<file path="src/rtl/pwm_pkg.sv">
// pwm_pkg: definitions shared by the PWM generator and pwm_capture.
// pwm_capture uses the optional macro PWM_CAPTURE_FILTER_EN.
package pwm_pkg;

    localparam int PWM_W = 16;

    typedef enum logic {
        IDLE    = 1'b0,
        MEASURE = 1'b1
    } state_t;

    // 2-of-3 vote used by the optional glitch filter
    function automatic logic maj3(input logic a, input logic b, input logic c);
        return (a & b) | (a & c) | (b & c);
    endfunction

endpackage

</file>
<file path="src/rtl/pwm_capture_if.sv">
// pwm_capture_if: PWM input and measurement results of pwm_capture.
// The master side drives pwm_in and observes the results; the slave side is the capture block.
interface pwm_capture_if;
    import pwm_pkg::*;

    logic             pwm_in;
    logic [PWM_W-1:0] period;
    logic [PWM_W-1:0] duty_cycle;
    logic             valid;
    logic             no_signal;
    logic             level;

    modport master (
        output pwm_in,
        input  period,
        input  duty_cycle,
        input  valid,
        input  no_signal,
        input  level
    );

    modport slave (
        input  pwm_in,
        output period,
        output duty_cycle,
        output valid,
        output no_signal,
        output level
    );

endinterface

</file>
<file path="src/rtl/pwm_sync_edge.sv">
// pwm_sync_edge: 2-flop synchronizer, optional 3-sample majority filter
// (enabled by defining PWM_CAPTURE_FILTER_EN) and rising-edge detector.
// Every flop resets to 1, so an input that is already high when reset is
// released does not produce a false rising edge.
module pwm_sync_edge
    import pwm_pkg::*;
(
    input  logic clk,
    input  logic rst_n,
    input  logic i_pwm,
    output logic o_level,
    output logic o_rise
);

    logic r_sync1;
    logic r_sync2;
    logic r_dly;
    logic w_level;

    // Two-stage synchronizer into the clk domain
    always_ff @(posedge clk or negedge rst_n) begin
        if (!rst_n) begin
            r_sync1 <= 1'b1;
            r_sync2 <= 1'b1;
        end else begin
            r_sync1 <= i_pwm;
            r_sync2 <= r_sync1;
        end
    end

`ifdef PWM_CAPTURE_FILTER_EN
    logic r_tap1;
    logic r_tap2;
    logic r_filt;

    // Vote over three consecutive samples, registered; a clean edge is delayed by 2 cycles
    always_ff @(posedge clk or negedge rst_n) begin
        if (!rst_n) begin
            r_tap1 <= 1'b1;
            r_tap2 <= 1'b1;
            r_filt <= 1'b1;
        end else begin
            r_tap1 <= r_sync2;
            r_tap2 <= r_tap1;
            r_filt <= maj3(r_sync2, r_tap1, r_tap2);
        end
    end

    assign w_level = r_filt;
`else
    assign w_level = r_sync2;
`endif

    // Delayed copy of the level for edge detection
    always_ff @(posedge clk or negedge rst_n) begin
        if (!rst_n) begin
            r_dly <= 1'b1;
        end else begin
            r_dly <= w_level;
        end
    end

    assign o_level = w_level;
    assign o_rise  = w_level & ~r_dly;

endmodule

</file>
<file path="src/rtl/pwm_capture.sv">
// pwm_capture: measures period and high time of an asynchronous PWM input,
// in clk cycles, rising edge to rising edge. Optional input glitch filter
// via PWM_CAPTURE_FILTER_EN (see pwm_sync_edge).
module pwm_capture
    import pwm_pkg::*;
#(
    parameter int TIMEOUT = 16'hFFFF
) (
    input  logic         clk,
    input  logic         rst_n,
    pwm_capture_if.slave bus
);

    localparam logic [PWM_W-1:0] TIMEOUT_CNT = PWM_W'(TIMEOUT);
    localparam logic [PWM_W-1:0] ONE         = PWM_W'(1);

    logic             w_level;
    logic             w_rise;

    state_t           r_state;
    state_t           w_state_nxt;
    logic [PWM_W-1:0] r_cnt;
    logic [PWM_W-1:0] w_cnt_nxt;
    logic [PWM_W-1:0] r_hcnt;
    logic [PWM_W-1:0] w_hcnt_nxt;
    logic [PWM_W-1:0] r_period;
    logic [PWM_W-1:0] w_period_nxt;
    logic [PWM_W-1:0] r_duty;
    logic [PWM_W-1:0] w_duty_nxt;
    logic             r_valid;
    logic             w_valid_nxt;
    logic             r_no_signal;
    logic             w_no_signal_nxt;

    pwm_sync_edge u_sync_edge (
        .clk     (clk),
        .rst_n   (rst_n),
        .i_pwm   (bus.pwm_in),
        .o_level (w_level),
        .o_rise  (w_rise)
    );

    // State, counter and output registers
    always_ff @(posedge clk or negedge rst_n) begin
        if (!rst_n) begin
            r_state     <= IDLE;
            r_cnt       <= '0;
            r_hcnt      <= '0;
            r_period    <= '0;
            r_duty      <= '0;
            r_valid     <= 1'b0;
            r_no_signal <= 1'b1;
        end else begin
            r_state     <= w_state_nxt;
            r_cnt       <= w_cnt_nxt;
            r_hcnt      <= w_hcnt_nxt;
            r_period    <= w_period_nxt;
            r_duty      <= w_duty_nxt;
            r_valid     <= w_valid_nxt;
            r_no_signal <= w_no_signal_nxt;
        end
    end

    // Next state: an edge always wins over the timeout in the same cycle
    always_comb begin
        w_state_nxt     = r_state;
        w_cnt_nxt       = r_cnt;
        w_hcnt_nxt      = r_hcnt;
        w_period_nxt    = r_period;
        w_duty_nxt      = r_duty;
        w_valid_nxt     = 1'b0;
        w_no_signal_nxt = r_no_signal;

        case (r_state)
            IDLE: begin
                if (w_rise) begin
                    w_state_nxt = MEASURE;
                    w_cnt_nxt   = ONE;
                    w_hcnt_nxt  = ONE;
                end
            end
            MEASURE: begin
                if (w_rise) begin
                    w_period_nxt    = r_cnt;
                    w_duty_nxt      = r_hcnt;
                    w_valid_nxt     = 1'b1;
                    w_no_signal_nxt = 1'b0;
                    w_cnt_nxt       = ONE;
                    w_hcnt_nxt      = ONE;
                end else if (r_cnt == TIMEOUT_CNT) begin
                    w_state_nxt     = IDLE;
                    w_no_signal_nxt = 1'b1;
                end else begin
                    w_cnt_nxt  = r_cnt + ONE;
                    w_hcnt_nxt = r_hcnt + {{(PWM_W-1){1'b0}}, w_level};
                end
            end
            default: begin
                w_state_nxt = IDLE;
            end
        endcase
    end

    assign bus.period     = r_period;
    assign bus.duty_cycle = r_duty;
    assign bus.valid      = r_valid;
    assign bus.no_signal  = r_no_signal;
    assign bus.level      = w_level;

endmodule

</file>
<file path="src/flat_wrapper.sv">
// flat-port wrapper written by rule: the top's interface ports become plain ports
module pwm_capture_flat import pwm_pkg::*;
#(
    parameter int TIMEOUT = 16'hFFFF
)
  (clk, rst_n, bus_pwm_in, bus_period, bus_duty_cycle, bus_valid, bus_no_signal, bus_level);
  pwm_capture_if bus_i ();
  input  logic clk;
  input  logic rst_n;
  input wire logic [$bits(bus_i.pwm_in)-1:0] bus_pwm_in;
  output wire logic [$bits(bus_i.period)-1:0] bus_period;
  output wire logic [$bits(bus_i.duty_cycle)-1:0] bus_duty_cycle;
  output wire logic [$bits(bus_i.valid)-1:0] bus_valid;
  output wire logic [$bits(bus_i.no_signal)-1:0] bus_no_signal;
  output wire logic [$bits(bus_i.level)-1:0] bus_level;
  assign bus_i.pwm_in = bus_pwm_in;
  assign bus_period = bus_i.period;
  assign bus_duty_cycle = bus_i.duty_cycle;
  assign bus_valid = bus_i.valid;
  assign bus_no_signal = bus_i.no_signal;
  assign bus_level = bus_i.level;
  pwm_capture #(.TIMEOUT(TIMEOUT)) u_core (.clk(clk), .rst_n(rst_n), .bus(bus_i));
endmodule
</file>
<file path="config.mk">
export PLATFORM = sky130hd
export DESIGN_NAME = pwm_capture_flat
export DESIGN_NICKNAME = d
export VERILOG_FILES = /design/src/rtl/pwm_pkg.sv /design/src/rtl/pwm_capture_if.sv /design/src/rtl/pwm_sync_edge.sv /design/src/rtl/pwm_capture.sv /design/src/flat_wrapper.sv
export SDC_FILE = /design/constraint.sdc
export NUM_CORES = 1
export LEC_CHECK = 0
export ABC_AREA = 1
export BUFFER_PORTS_ARGS = -buffer_cell sky130_fd_sc_hd__buf_4
export CAP_MARGIN = 5
export CORE_MARGIN = 5
export CORE_UTILIZATION = 35
export CTS_CLUSTER_DIAMETER = 60
export DETAILED_ROUTE_END_ITERATION = 10
export PLACE_DENSITY_LB_ADDON = 0.2
export SYNTH_ARGS = -nofsm -noshare
export SYNTH_HDL_FRONTEND = slang
export SYNTH_HIERARCHICAL = 1
export SYNTH_SLANG_ARGS = --single-unit
</file>
<file path="constraint.sdc">
create_clock -name clk -period 2.14 [get_ports clk]
set_clock_uncertainty 0.1 [all_clocks]
set_input_delay 0.214 -clock clk [delete_from_list [all_inputs] [get_ports clk]]
set_output_delay 0.214 -clock clk [all_outputs]
set_load 0.05 [all_outputs]
</file>
* Word-level counts from Yosys, hierarchy flattened
Index checks and enable logic that the tools add are counted. W data, S select, Z words.
Word-level totals: register bits 70, output and inout port bits 35, logic and storage cells 36
Cells by class: $add $sub $neg 2, eq/ne operators 3, mux-type cells 14, bitwise gates (word level) 3, reduce and logical (&&, ||, !) cells 4
Operators with widths (count):
- $mux W16 | 5
- $pmux W16 S2 | 2
- $add A16 B1 Y16 | 1
- $add A16 B1 Y16 const B | 1
- $eq A16 B16 Y1 const B | 1
- $mux W1 | 6
- $reduce_and A2 Y1 | 3
- $ne A3 B3 Y1 const B | 1
- $ne A2 B2 Y1 const B | 1
- $not A1 Y1 | 2
- $pmux W1 S2 | 1
- $reduce_bool A2 Y1 | 1
- $and A1 B1 Y1 | 1

* Logic depth before layout (Yosys ltp)
depth in word-level cells 4, gate-level depth with buffers 12, depth with buffers taken out 11

* By module
Netlist, hierarchy kept.
Modules (own cells, without submodules):
- pwm_capture | instances 1, cells each 424, area an instance 3306.9 µm², seq. area each 1677.9 µm²
- pwm_sync_edge | instances 1, cells each 5, area an instance 88.8 µm², seq. area each 78.8 µm²

* Worst setup path before layout
OpenSTA, ideal clock, no wires.
path type reg2reg, start point register u_core.u_sync_edge.r_sync2 (netlist: u_core/u_sync_edge/o_level), end point register u_core.r_hcnt[14], setup time 0.113 ns, arrival time 1.800 ns, data required time 1.927 ns, slack 0.128 ns, stages on the path, launching flop included 12, path through dfstp_2 inv_1 nor2_2 inv_2 clkbuf_1 nand2_1 nand2_4 inv_4 buf_6 nand2_1 nand2_1 inv_1
Between the ends: elaborated cells on any way between the ends 8, those cells by class add/sub: 1; eq/ne: 2; mux: 3; bitwise: 1; reduce/logical: 1
RTL lines:
- start: declaration | RTL line pwm_sync_edge.sv:16 | logic r_sync2;
- start signal: assignment | RTL line pwm_sync_edge.sv:27 | r_sync2 <= r_sync1;
- $and A1 B1 Y1 (*) | RTL line pwm_sync_edge.sv:64 | assign o_rise = w_level & ~r_dly;
- net u_core.w_rise | RTL line pwm_capture.sv:18 | logic w_rise;
- $mux W16, or another cell as far along | RTL line pwm_capture.sv:83 | if (w_rise) begin
- $pmux W16 S2 / $reduce_and A2 Y1 (equally long branches)
- end signal: assignment | RTL line pwm_capture.sv:56 | r_hcnt <= w_hcnt_nxt;
- end: declaration | RTL line pwm_capture.sv:24 | logic [PWM_W-1:0] r_hcnt;
Mark *: on every way through the listed nets, which the timed path passes. The rest lies on a longest branch. The select of a mux whose other input is x is not followed. A chain may end at the register's enable or synchronous reset.

* Worst setup path in the final report
start point register u_core.u_sync_edge.r_sync2 (netlist: u_core/u_sync_edge/o_level), end point register u_core.r_cnt[11]
Between the ends: cells in the longest elaborated chain, start to end 3, elaborated cells on any way between the ends 6, those cells by class eq/ne: 2; mux: 2; bitwise: 1; reduce/logical: 1
RTL lines:
- $and A1 B1 Y1 (*) | RTL line pwm_sync_edge.sv:64
- net u_core.w_rise | RTL line pwm_capture.sv:18
- $mux W16, or another cell as far along | RTL line pwm_capture.sv:83
- $pmux W16 S2 / $reduce_and A2 Y1 (equally long branches)
- end signal: assignment | RTL line pwm_capture.sv:55 | r_cnt <= w_cnt_nxt;
- end: declaration | RTL line pwm_capture.sv:22 | logic [PWM_W-1:0] r_cnt;
Mark *: on every way through the listed nets, which the timed path passes. The rest lies on a longest branch.

==> summary.md <==
| Metric | Value |
|---|---|
| R2r setup slk | `0.22 ns` |
| Sw power | `1.027 mW` |
| Max-cap violations | `0` |
| Hold Path Class | `in -> async` |
| CTS tree | `yes` |
| DRC viols | `0` |
| Pre-antenna DRT Iters | `4` |
| Clock share of power | `35.4%` |
| CP Launch Type | `flip-flop` |
| CP max stage cell | `dfstp_2` |
| Total vias in the final route | `2750` |
| Die area | `11770 sq um` |
| Final hold violations | `0` |
| Longest Clk Path Bufs | `2` |
| Status | `complete, no violations` |
| CP dominant cell by count | `nand2_1` |
| First-pass GRT wire length | `12740 microns` |
| Synthesis-to-finish area growth | `19.90%` |
| Actual slew at the worst max-slew pin | `0.4716 ns` |
| Core area | `9639 sq um` |
| Mean number of vias per cell | `4.516` |
| CP max stage delay | `0.57 ns` |
| Final Setup Violations | `0` |
| IO Pins | `38` |
| Hpwl dp | `5421 microns` |
| Site row count | `36` |
| GRT Total Usage | `13.76%` |
| H-tree levels | `3` |
| Root buf cell | `clkbuf_8` |
| Internal | `2.293 mW` |
| Critical path depth | `9` |
| Worst hold margin | `0.2606 ns` |
| Mapped Cells | `429` |
| Clock sinks | `70` |
| Total gr overflow | `0` |
| Fmax | `520.7 MHz` |
| Final wirelength | `7460 microns` |
| Cell taking the most area after synthesis | `dfrtp_1` |
| Largest net degree at the start of global routing | `37` |
| Logic pwr share | `17.8%` |
| Share of cells above drive strength 1 | `17.02%` |
| Wire length per cell | `12.25 microns` |
| Sw frac | `30.94%` |
| Pwr dens | `815.4 nW/um^2` |
| Ordered list of cells on the worst path | `inv_1, nor2_2, inv_2, nand2_1, nand2_4, inv_4, nand2_1, nand2_1, inv_1` |
| Maximum vdd drop | `0.0003019 V` |
| Sequential share of the synthesized area | `51.73%` |
| Flop pwr share | `46.8%` |
| Gp weighted congestion | `0.8430` |
| Vias in the first global route | `2704` |
| Placed instance area | `3830 sq um` |
| CTS Buf Count | `9` |
| Crit path buffers/inverters | `4` |
| Flops & latches, synth | `70` |
| Min cycle time layout | `1.920 ns` |
| Crit Path Max Fanout | `16` |
| RSZ-0062 raised after global routing | `no` |
| Setup CP Type | `reg -> reg` |
| Initial Utilization | `35.23%` |
| Max-slew violation count | `0` |
| Initial antenna violation count | `0` |
| Clock latency on the worst-skew pair | `0.35 ns` |
| Worst R2R End | `u_core/r_cnt[11]` |
| Lkg Pwr | `1.998 nW` |
| R2r startpoint | `u_core/u_sync_edge/o_level` |
| # diodes | `0` |
| Worst path top cell family by delay | `simple AND/OR/NAND/NOR gates` |
| Total negative slack | `0 ns` |
| Port bufs | `37` |
| Post-CTS Setup Bufs | `0` |
| CP required | `2.29 ns` |
| DR iter-0 viols | `113` |
| Final nets | `477` |
| Die H | `108.5 microns` |
| Synth Net Count | `435` |
| Syn_area_per_cell | `7.916 sq um` |
| Period utilization | `89.74%` |
| Main area contributors after synthesis | `dfrtp_1 49%, nand2_1 16%, o21ai_0 5.9%` |
| Synth cell types | `28` |
| Antenna viol nets, final | `0` |
| Ys Warns | `6` |
| R2r worst-path depth | `9` |
| Mapped Area | `3396 sq um` |
| Final Cell Area | `4071 sq um` |
| CP Data Arrival Time | `2.07 ns` |
| Clock transition at path regs | `0.08 ns` |
| Top cell type's share of synthesized area | `48.64%` |
| Worst Setup End Kind | `flip-flop` |
| Relative slew slack | `68.32%` |
| Die Wd | `108.5 microns` |
## sequential cells by signal, summed over array words and instances (netlist names)
register and cells:
u_core/u_sync_edge/r_sync1 1, u_core/u_sync_edge/r_dly 1, u_core/bus.duty_cycle 16, u_core/bus.no_signal 1
u_core/r_cnt 16, u_core/u_sync_edge/o_level 1, u_core/r_state 1, u_core/bus.period 16
u_core/bus.valid 1, u_core/r_hcnt 16
## metal layers
| layer | up-vias | track usage, % | wire length (microns) |
|---|---|---|---|
| met4 | 0 | 5.230 | 115 |
| met3 | 11 | 3.642 | 259 |
| li1 | 1431 | - | - |
| met1 | 1270 | 16.71 | 3437 |
| met5 | - | 0 | 0 |
| met2 | 38 | 23.30 | 3647 |
## cell usage after synthesis (all sizes together)
master and number:
nand2 152, dfrtp 66, o21ai 48, inv 47, nor2 38, nand3 27, nand4 12, xor2 10
buf 8, clkbuf 7, dfstp 4, ha 3, nor3 3, xnor2 2, clkinv 1, o21a 1
## cell type report
cell class / instances / area [sq um]
Timing Repair Buffer: 46 / 362.8
Fill cell: 1047 / 5568
Sequential cell: 70 / 1757
Clock inverter: 7 / 97.59
Inverter: 48 / 182.7
Clock buffer: 9 / 123.9
Tap cell: 133 / 166.4
Multi-Input combinational cell: 296 / 1381
## worst reg2reg max path: stages, from the launching register on
cell and delay [ns]:
dfstp_2 0.57, inv_1 0.06, nor2_2 0.23, inv_2 0.18
nand2_1 0.18, nand2_4 0.13, inv_4 0.20, nand2_1 0.08
nand2_1 0.07, inv_1 0.03
## power groups by stage
stage | registers (mW) | clock network, mW | logic (mW)
2_1_floorplan | 1.76 | 0 | 0.218
3_3_place_gp | 1.57 | 0 | 0.593
3_5_place_dp | 1.58 | 0 | 0.599
4_1_cts | 1.55 | 1.22 | 0.603
5_1_grt | 1.57 | 1.28 | 0.654
6_report | 1.55 | 1.18 | 0.591
## cell usage in the layout (no fill, tap or decap), drive strengths merged
cell         synthesis  final
buf                  8     44
bufinv               0      2
clkbuf               7      9
clkinv               1      3
clkinvlp             0      2
dfrtp               66     66
dfstp                4      4
dlygate4sd3          0      2
ha                   3      3
inv                 47     48
nand2              152    152
nand3               27     27
nand4               12     12
nor2                38     38
nor3                 3      3
o21a                 1      1
o21ai               48     48
xnor2                2      2
xor2                10     10
## metrics by stage
stage          util (%)  power (mW)  instances  setup slack (ns)
2_1_floorplan         -       1.978        429            0.1277
3_3_place_gp      39.73       2.168        591            0.2686
3_5_place_dp      39.73       2.178        591            0.2024
4_1_cts           42.24       3.375        609            0.1786
5_1_grt           42.24       3.509        609           0.04648
6_report          42.24       3.320        609            0.2195
## kinds of logic (layout without fill, tap and decap cells)
family	Yosys count	in the layout	share of synthesized area, %
and+or+nand+nor	232	232	28.74
DFF	70	70	51.73
buffers and inverters	63	110	7.590
AOI/OAI and AO/OA	49	49	7.738
xor gates and xnor gates	12	12	3.095
adders and majority gates	3	3	1.105
## timing repair
action,4_1_cts,5_1_grt
endpoints found under the hold margin,31,0
gates resized for setup,0,0
hold buffers,2,0
## how the worst max path moves through the flow
stage	startpoint	to	slack, ns
after detailed placement	u_core/u_sync_edge/o_level	u_core/r_cnt[2]	0.20
after global routing	u_core/r_cnt[0]	u_core/r_cnt[0]	0.05
final	u_core/u_sync_edge/o_level	u_core/r_cnt[11]	0.22
after CTS	u_core/u_sync_edge/o_level	u_core/r_cnt[11]	0.18
after global placement	u_core/r_cnt[0]	u_core/r_cnt[0]	0.27
after floorplan	u_core/u_sync_edge/o_level	u_core/r_hcnt[14]	0.13
(Power assumes the default switching activity.)
